$ cat config.mk
export PLATFORM = sky130hd
export DESIGN_NAME = mxreg_read_seq_11
export DESIGN_NICKNAME = d
export VERILOG_FILES = /design/src/rtl/mxreg_pkg.sv /design/src/rtl/mxreg_read_map_11.sv /design/src/rtl/mxreg_read_seq_11.sv
export SDC_FILE = /design/constraint.sdc
export NUM_CORES = 1
export LEC_CHECK = 0
export ABC_AREA = 1
export ABC_CLOCK_PERIOD_IN_PS = 4130
export CAP_MARGIN = 20
export CELL_PAD_IN_SITES_DETAIL_PLACEMENT = 1
export CELL_PAD_IN_SITES_GLOBAL_PLACEMENT = 1
export CORE_UTILIZATION = 26
export CTS_CLUSTER_DIAMETER = 200
export CTS_CLUSTER_SIZE = 24
export DETAILED_ROUTE_END_ITERATION = 6
export MAX_ROUTING_LAYER = met4
export PLACE_DENSITY = 0.84
export SETUP_SLACK_MARGIN = 0.05
export SLEW_MARGIN = 15
export SYNTH_ARGS = -nofsm -noshare
export SYNTH_HDL_FRONTEND = slang
export SYNTH_SLANG_ARGS = --single-unit
$ cat constraint.sdc
create_clock -name clk -period 4.13 [get_ports clk]
set_input_delay 0.826 -clock clk [delete_from_list [all_inputs] [get_ports clk]]
set_output_delay 0.826 -clock clk [all_outputs]
set_load 0.02 [all_outputs]
$ cat src/rtl/mxreg_pkg.sv
// Shared register bank map: indices, addresses and the address decoder
// used by both the load path and the read sequencer.
package mxreg_pkg;

  localparam logic [3:0] REG_A     = 4'd0;
  localparam logic [3:0] REG_X     = 4'd1;
  localparam logic [3:0] REG_Y     = 4'd2;
  localparam logic [3:0] REG_B     = 4'd3;
  localparam logic [3:0] REG_SP    = 4'd4;
  localparam logic [3:0] REG_PC    = 4'd5;
  localparam logic [3:0] REG_INSP  = 4'd6;
  localparam logic [3:0] REG_FLAGS = 4'd7;
  localparam logic [3:0] REG_T0    = 4'd8;
  localparam logic [3:0] REG_T1    = 4'd9;
  localparam logic [3:0] REG_T2    = 4'd10;
  localparam logic [3:0] REG_T3    = 4'd11;
  localparam logic [3:0] REG_R0    = 4'd12;
  localparam logic [3:0] REG_R1    = 4'd13;
  localparam logic [3:0] REG_R2    = 4'd14;
  localparam logic [3:0] REG_R3    = 4'd15;

  localparam logic [7:0] ADDR_PAIR_A  = 8'h10;
  localparam logic [7:0] ADDR_PAIR_X  = 8'h11;
  localparam logic [7:0] ADDR_PAIR_Y  = 8'h12;
  localparam logic [7:0] ADDR_PAIR_B  = 8'h13;
  localparam logic [7:0] ADDR_INSP    = 8'h16;
  localparam logic [7:0] ADDR_INSP_R2 = 8'h80;

  typedef enum logic [1:0] {
    IDLE  = 2'd0,
    BEAT0 = 2'd1,
    BEAT1 = 2'd2
  } state_t;

  typedef struct packed {
    logic       valid;
    logic       two;
    logic [3:0] idx0;
    logic [3:0] idx1;
  } rd_map_t;

  // Pairs always list the lower bank index first.
  function automatic rd_map_t rd_decode(input logic [7:0] a);
    rd_map_t m;
    m = '0;
    unique case (1'b1)
      (a[7:4] == 4'h0): begin
        m.valid = 1'b1;
        m.idx0  = a[3:0];
      end
      (a[7:2] == ADDR_PAIR_A[7:2]): begin
        m.valid = 1'b1;
        m.two   = 1'b1;
        m.idx0  = {2'b00, a[1:0]};
        m.idx1  = REG_FLAGS;
      end
      (a == ADDR_INSP): begin
        m.valid = 1'b1;
        m.idx0  = REG_INSP;
      end
      (a == ADDR_INSP_R2): begin
        m.valid = 1'b1;
        m.two   = 1'b1;
        m.idx0  = REG_INSP;
        m.idx1  = REG_R2;
      end
      default: m = '0;
    endcase
    return m;
  endfunction

endpackage

$ cat src/rtl/mxreg_read_map_11.sv
// Combinational read address map built on the shared decoder.
module mxreg_read_map_11
  import mxreg_pkg::*;
(
  input  logic [7:0] rd_addr,
  output logic       map_valid,
  output logic       map_two,
  output logic [3:0] idx0,
  output logic [3:0] idx1
);

  rd_map_t m;

  always_comb begin
    m         = rd_decode(rd_addr);
    map_valid = m.valid;
    map_two   = m.two;
    idx0      = m.idx0;
    idx1      = m.idx1;
  end

endmodule

$ cat src/rtl/mxreg_read_seq_11.sv
// Register bank read sequencer: snapshots one or two registers on
// request and streams them out over valid/ready.
module mxreg_read_seq_11
  import mxreg_pkg::*;
#(
  parameter int WORD_LENGTH = 8,
  parameter int DEPTH       = 16
) (
  input  logic                                  clk,
  input  logic                                  rst,
  input  logic [DEPTH-1:0][WORD_LENGTH-1:0]     reg_line,
  input  logic [7:0]                            rd_addr,
  input  logic                                  rd_req,
  output logic                                  rd_busy,
  output logic                                  rd_err,
  output logic [WORD_LENGTH-1:0]                out_data,
  output logic [3:0]                            out_idx,
  output logic                                  out_valid,
  input  logic                                  out_ready,
  output logic                                  out_last
);

  state_t state_q;
  state_t state_n;

  logic                   map_valid;
  logic                   map_two;
  logic [3:0]             map_i0;
  logic [3:0]             map_i1;
  logic                   accept;
  logic                   two_q;
  logic [3:0]             idx0_q;
  logic [3:0]             idx1_q;
  logic [WORD_LENGTH-1:0] word0_q;
  logic [WORD_LENGTH-1:0] word1_q;
  logic                   err_q;

  mxreg_read_map_11 u_map (
    .rd_addr   (rd_addr),
    .map_valid (map_valid),
    .map_two   (map_two),
    .idx0      (map_i0),
    .idx1      (map_i1)
  );

  assign accept = (state_q == IDLE) && rd_req && map_valid;

  always_ff @(posedge clk) begin
    if (rst) state_q <= IDLE;
    else     state_q <= state_n;
  end

  always_comb begin
    state_n = state_q;
    unique case (state_q)
      IDLE:    if (accept) state_n = BEAT0;
      BEAT0:   if (out_ready) state_n = two_q ? BEAT1 : IDLE;
      BEAT1:   if (out_ready) state_n = IDLE;
      default: state_n = IDLE;
    endcase
  end

  // Snapshot is taken in the accept cycle only; later bank loads are ignored.
  always_ff @(posedge clk) begin
    if (rst) begin
      two_q   <= 1'b0;
      idx0_q  <= '0;
      idx1_q  <= '0;
      word0_q <= '0;
      word1_q <= '0;
      err_q   <= 1'b0;
    end else begin
      err_q <= (state_q == IDLE) && rd_req && !map_valid;
      if (accept) begin
        two_q   <= map_two;
        idx0_q  <= map_i0;
        idx1_q  <= map_i1;
        word0_q <= reg_line[map_i0];
        word1_q <= reg_line[map_i1];
      end
    end
  end

  always_comb begin
    out_valid = 1'b0;
    out_last  = 1'b0;
    out_data  = '0;
    out_idx   = '0;
    unique case (state_q)
      BEAT0: begin
        out_valid = 1'b1;
        out_last  = !two_q;
        out_data  = word0_q;
        out_idx   = idx0_q;
      end
      BEAT1: begin
        out_valid = 1'b1;
        out_last  = 1'b1;
        out_data  = word1_q;
        out_idx   = idx1_q;
      end
      default: ;
    endcase
  end

  assign rd_busy = out_valid;
  assign rd_err  = err_q;

endmodule

==> impl_metrics.yaml <==
layout:
  nets: 821
  diodes: 0
  layout-drive-gt1-share_pct: 4.28
  fin_cells: 813
  final_area_um2: 4520
  nFillCells: 1439
  area_growth_pct: 58.2
setup_path:
  reg2reg_depth: 8
  rrSetupSlack_ns: 2.38
  arrival_ns: 3.27
  startpoint_type: "input port"
  worstSetupEndpointType: "register"
  cp_max_fo: 40
  cp.required_ns: 4.30
  critical_path_class: "in -> reg"
placed_design:
  io_buffer_count: 155
  hpwl_um: 11400
  gp_congestion: 0.964
  placed_cell_area_um2: 4450
  place_inst: 809
pwr:
  p_leak_nw: 1.99
  peakVddDrop_mv: 0.234
  power_density_nw_per_um2: 181
global_routing:
  met3_usage_pct: 4.26
  grtUsageTotal_pct: 25.9
  antenna_found_initial: 0
  grt.busiest_layer: "met2"
  grt_max_degree: 42
  grt_pass1_wl_um: 22500
  globalRouteMet2Util_pct: 46.5
  grt-ovfl-total: 0
  first_global_vias: 4380
  grt_use_met1_pct: 31.0
route:
  vias: 4098
  drcViolationCount: 0
  first_pass_iters: 4
  ant_nets: 0
  drt_wl_total_um: 14300
  detail_route.wl_per_cell_um: 17.5
  drt_iter0_markers: 293
  viasPerCell: 5.04
clock_tree:
  cts_buffer_depth: 2
  post_cts.repair.setup_buffers: 0
  cts_resized: 0
  cts_tree: "done"
  worstSkewPairLatency_ns: 0.28
  clk_pin_slew_ns: 0.09
  cts_root_buf: "clkbuf_8"
  cts.sinks: 26
  htree_levels: 1
  numCtsBuffers: 3
  cts_hold_buf: 0
flow_run:
  cap_violations: 0
die:
  fp.dieW_um: 107
  start_util_pct: 27.2
  core_area_um2: 10500
  io_pins: 156
  rows: 37
  die_h_um: 107
  die_area_um2: 11400
sta:
  hold_slack_ns: 0.497
  setup_tns_ns: 0
  worst_slew_pin_slew_ns: 0.609
  fmax_ghz: 0.323
  post-route-period-util_pct: 75.0
  setup_violations: 0
  rsz0062_at_grt: "false"
  slew_headroom_pct: 59.3
  fin_skew_ns: 0.00890
  slew_viol_final: 0
  min_period_ns: 3.10
  final_hold_viol_count: 0
yosys:
  syn_avg_cell_area_um2: 5.24
  ys_seq_area_share_pct: 18.2
  ys.flop_type: "dfxtp_1"
  synth-edff-count: 0
  ys_ff_latch: 26
  ys.warnings.count: 0
  synth_area_um2: 2860
  yosys.cell_types.count: 27
  synthCells: 546
  syn-num-nets: 689
  synthArstFlopShare_pct: 0
worst_hold_path:
  hp-class: "reg -> reg"
  whs_path_depth: 2
run_status:
  status: "finished, final reports clean"
==> layer usage <==
layer	wire length (um)	part of all wire, %
met5	0	0
met4	143	1.0
met3	986	6.9
met2	7040	49
met1	6090	43
==> critical path, stage by stage <==
cell and delay (ns):
clkdlybuf4s50_1 0.40, buf_4 0.21, nor2_1 0.11, nand2_1 0.07
nor2_2 0.46, nor2_4 0.13, nand2_2 0.10, buf_4 0.38
nor2_1 0.10, o21ai_0 0.09, nand3_1 0.19, nand2_1 0.12
a21oi_1 0.06
==> sequential cells by signal (all words and copies together), names as in the netlist <==
name and count:
rd_err 1, idx0_q 4, state_q 2, word0_q 8, word1_q 8, idx1_q 3
==> where the power goes <==
part	leakage (nW)	switching, mW	total [mW]	internal [mW]
sequential	0.211	0.00659	0.268	0.261
combinational	1.75	0.158	0.333	0.175
clock	0.0357	0.0861	0.216	0.130
==> layout by cell type, fill, tap and decap left out <==
cell,netlist,layout
nand2_1,266,266
clkdlybuf4s50_1,0,155
nand3_1,73,73
a21oi_1,33,33
nor2_1,27,27
dfxtp_1,26,26
o21ai_0,22,22
inv_1,20,20
o211ai_1,11,11
nor2_2,5,5
nand2_2,4,4
inv_2,4,4
o21ai_1,4,4
a31oi_1,4,4
buf_4,3,4
ha_1,3,3
clkbuf_8,0,3
nor2_4,2,2
nand2_4,2,2
nor3_1,2,2
a211oi_1,1,1
a21oi_4,1,1
a21oi_2,1,1
nand4_2,1,1
a22o_1,1,1
bufinv_16,0,1
buf_12,0,1
==> final cells by class <==
cell class | instances | area [um^2] | area share [%]
flip-flops and latches | 26 | 520 | 11.5
well taps | 136 | 170 | 3.76
multi-input cells | 463 | 2070 | 45.8
inverters | 24 | 90.1 | 1.99
clock inverters | 1 | 30.0 | 0.664
repair buffers | 160 | 1600 | 35.4
clock buffers | 3 | 41.3 | 0.913
==> through the flow <==
| stage | setup slack, ns | util, % | power, mW |
|---|---|---|---|
| after floorplan | 1.83 | - | 0.412 |
| after global placement | 0.883 | 42.4 | 0.597 |
| after detailed placement | 0.781 | 42.4 | 0.605 |
| after CTS | 1.03 | 43.1 | 0.818 |
| after global routing | 0.800 | 43.1 | 0.864 |
| final | 1.03 | 43.1 | 0.817 |
==> cell families after synthesis <==
family | count (synthesis) | share of synthesized area (%)
simple gates | 382 | 55.6
compound gates | 78 | 15.5
buf+inv | 57 | 9.37
flops | 26 | 18.2
fa+ha+maj | 3 | 1.31
==> cells in the mapped netlist, types with 5 or more instances <==
cell	count	share of area, %
nor2_1	27	3.5
o21ai_0	22	3.9
nor2_2	5	1.1
buf_2	16	2.8
a21oi_1	33	5.8
clkbuf_1	9	1.2
inv_1	20	2.6
dfxtp_1	26	18
nand3_1	73	13
nand2_1	266	35
o211ai_1	11	2.9
==> worst paths after layout <==
| path | startpoint | to |
|---|---|---|
| max | rd_addr[0] | word0_q[7] |
| min reg2reg | state_q[1] | state_q[1] |
| max reg2reg | state_q[0] | word1_q[2] |
| min | state_q[1] | state_q[1] |
No activity file was read; power rests on OpenSTA's default activity.
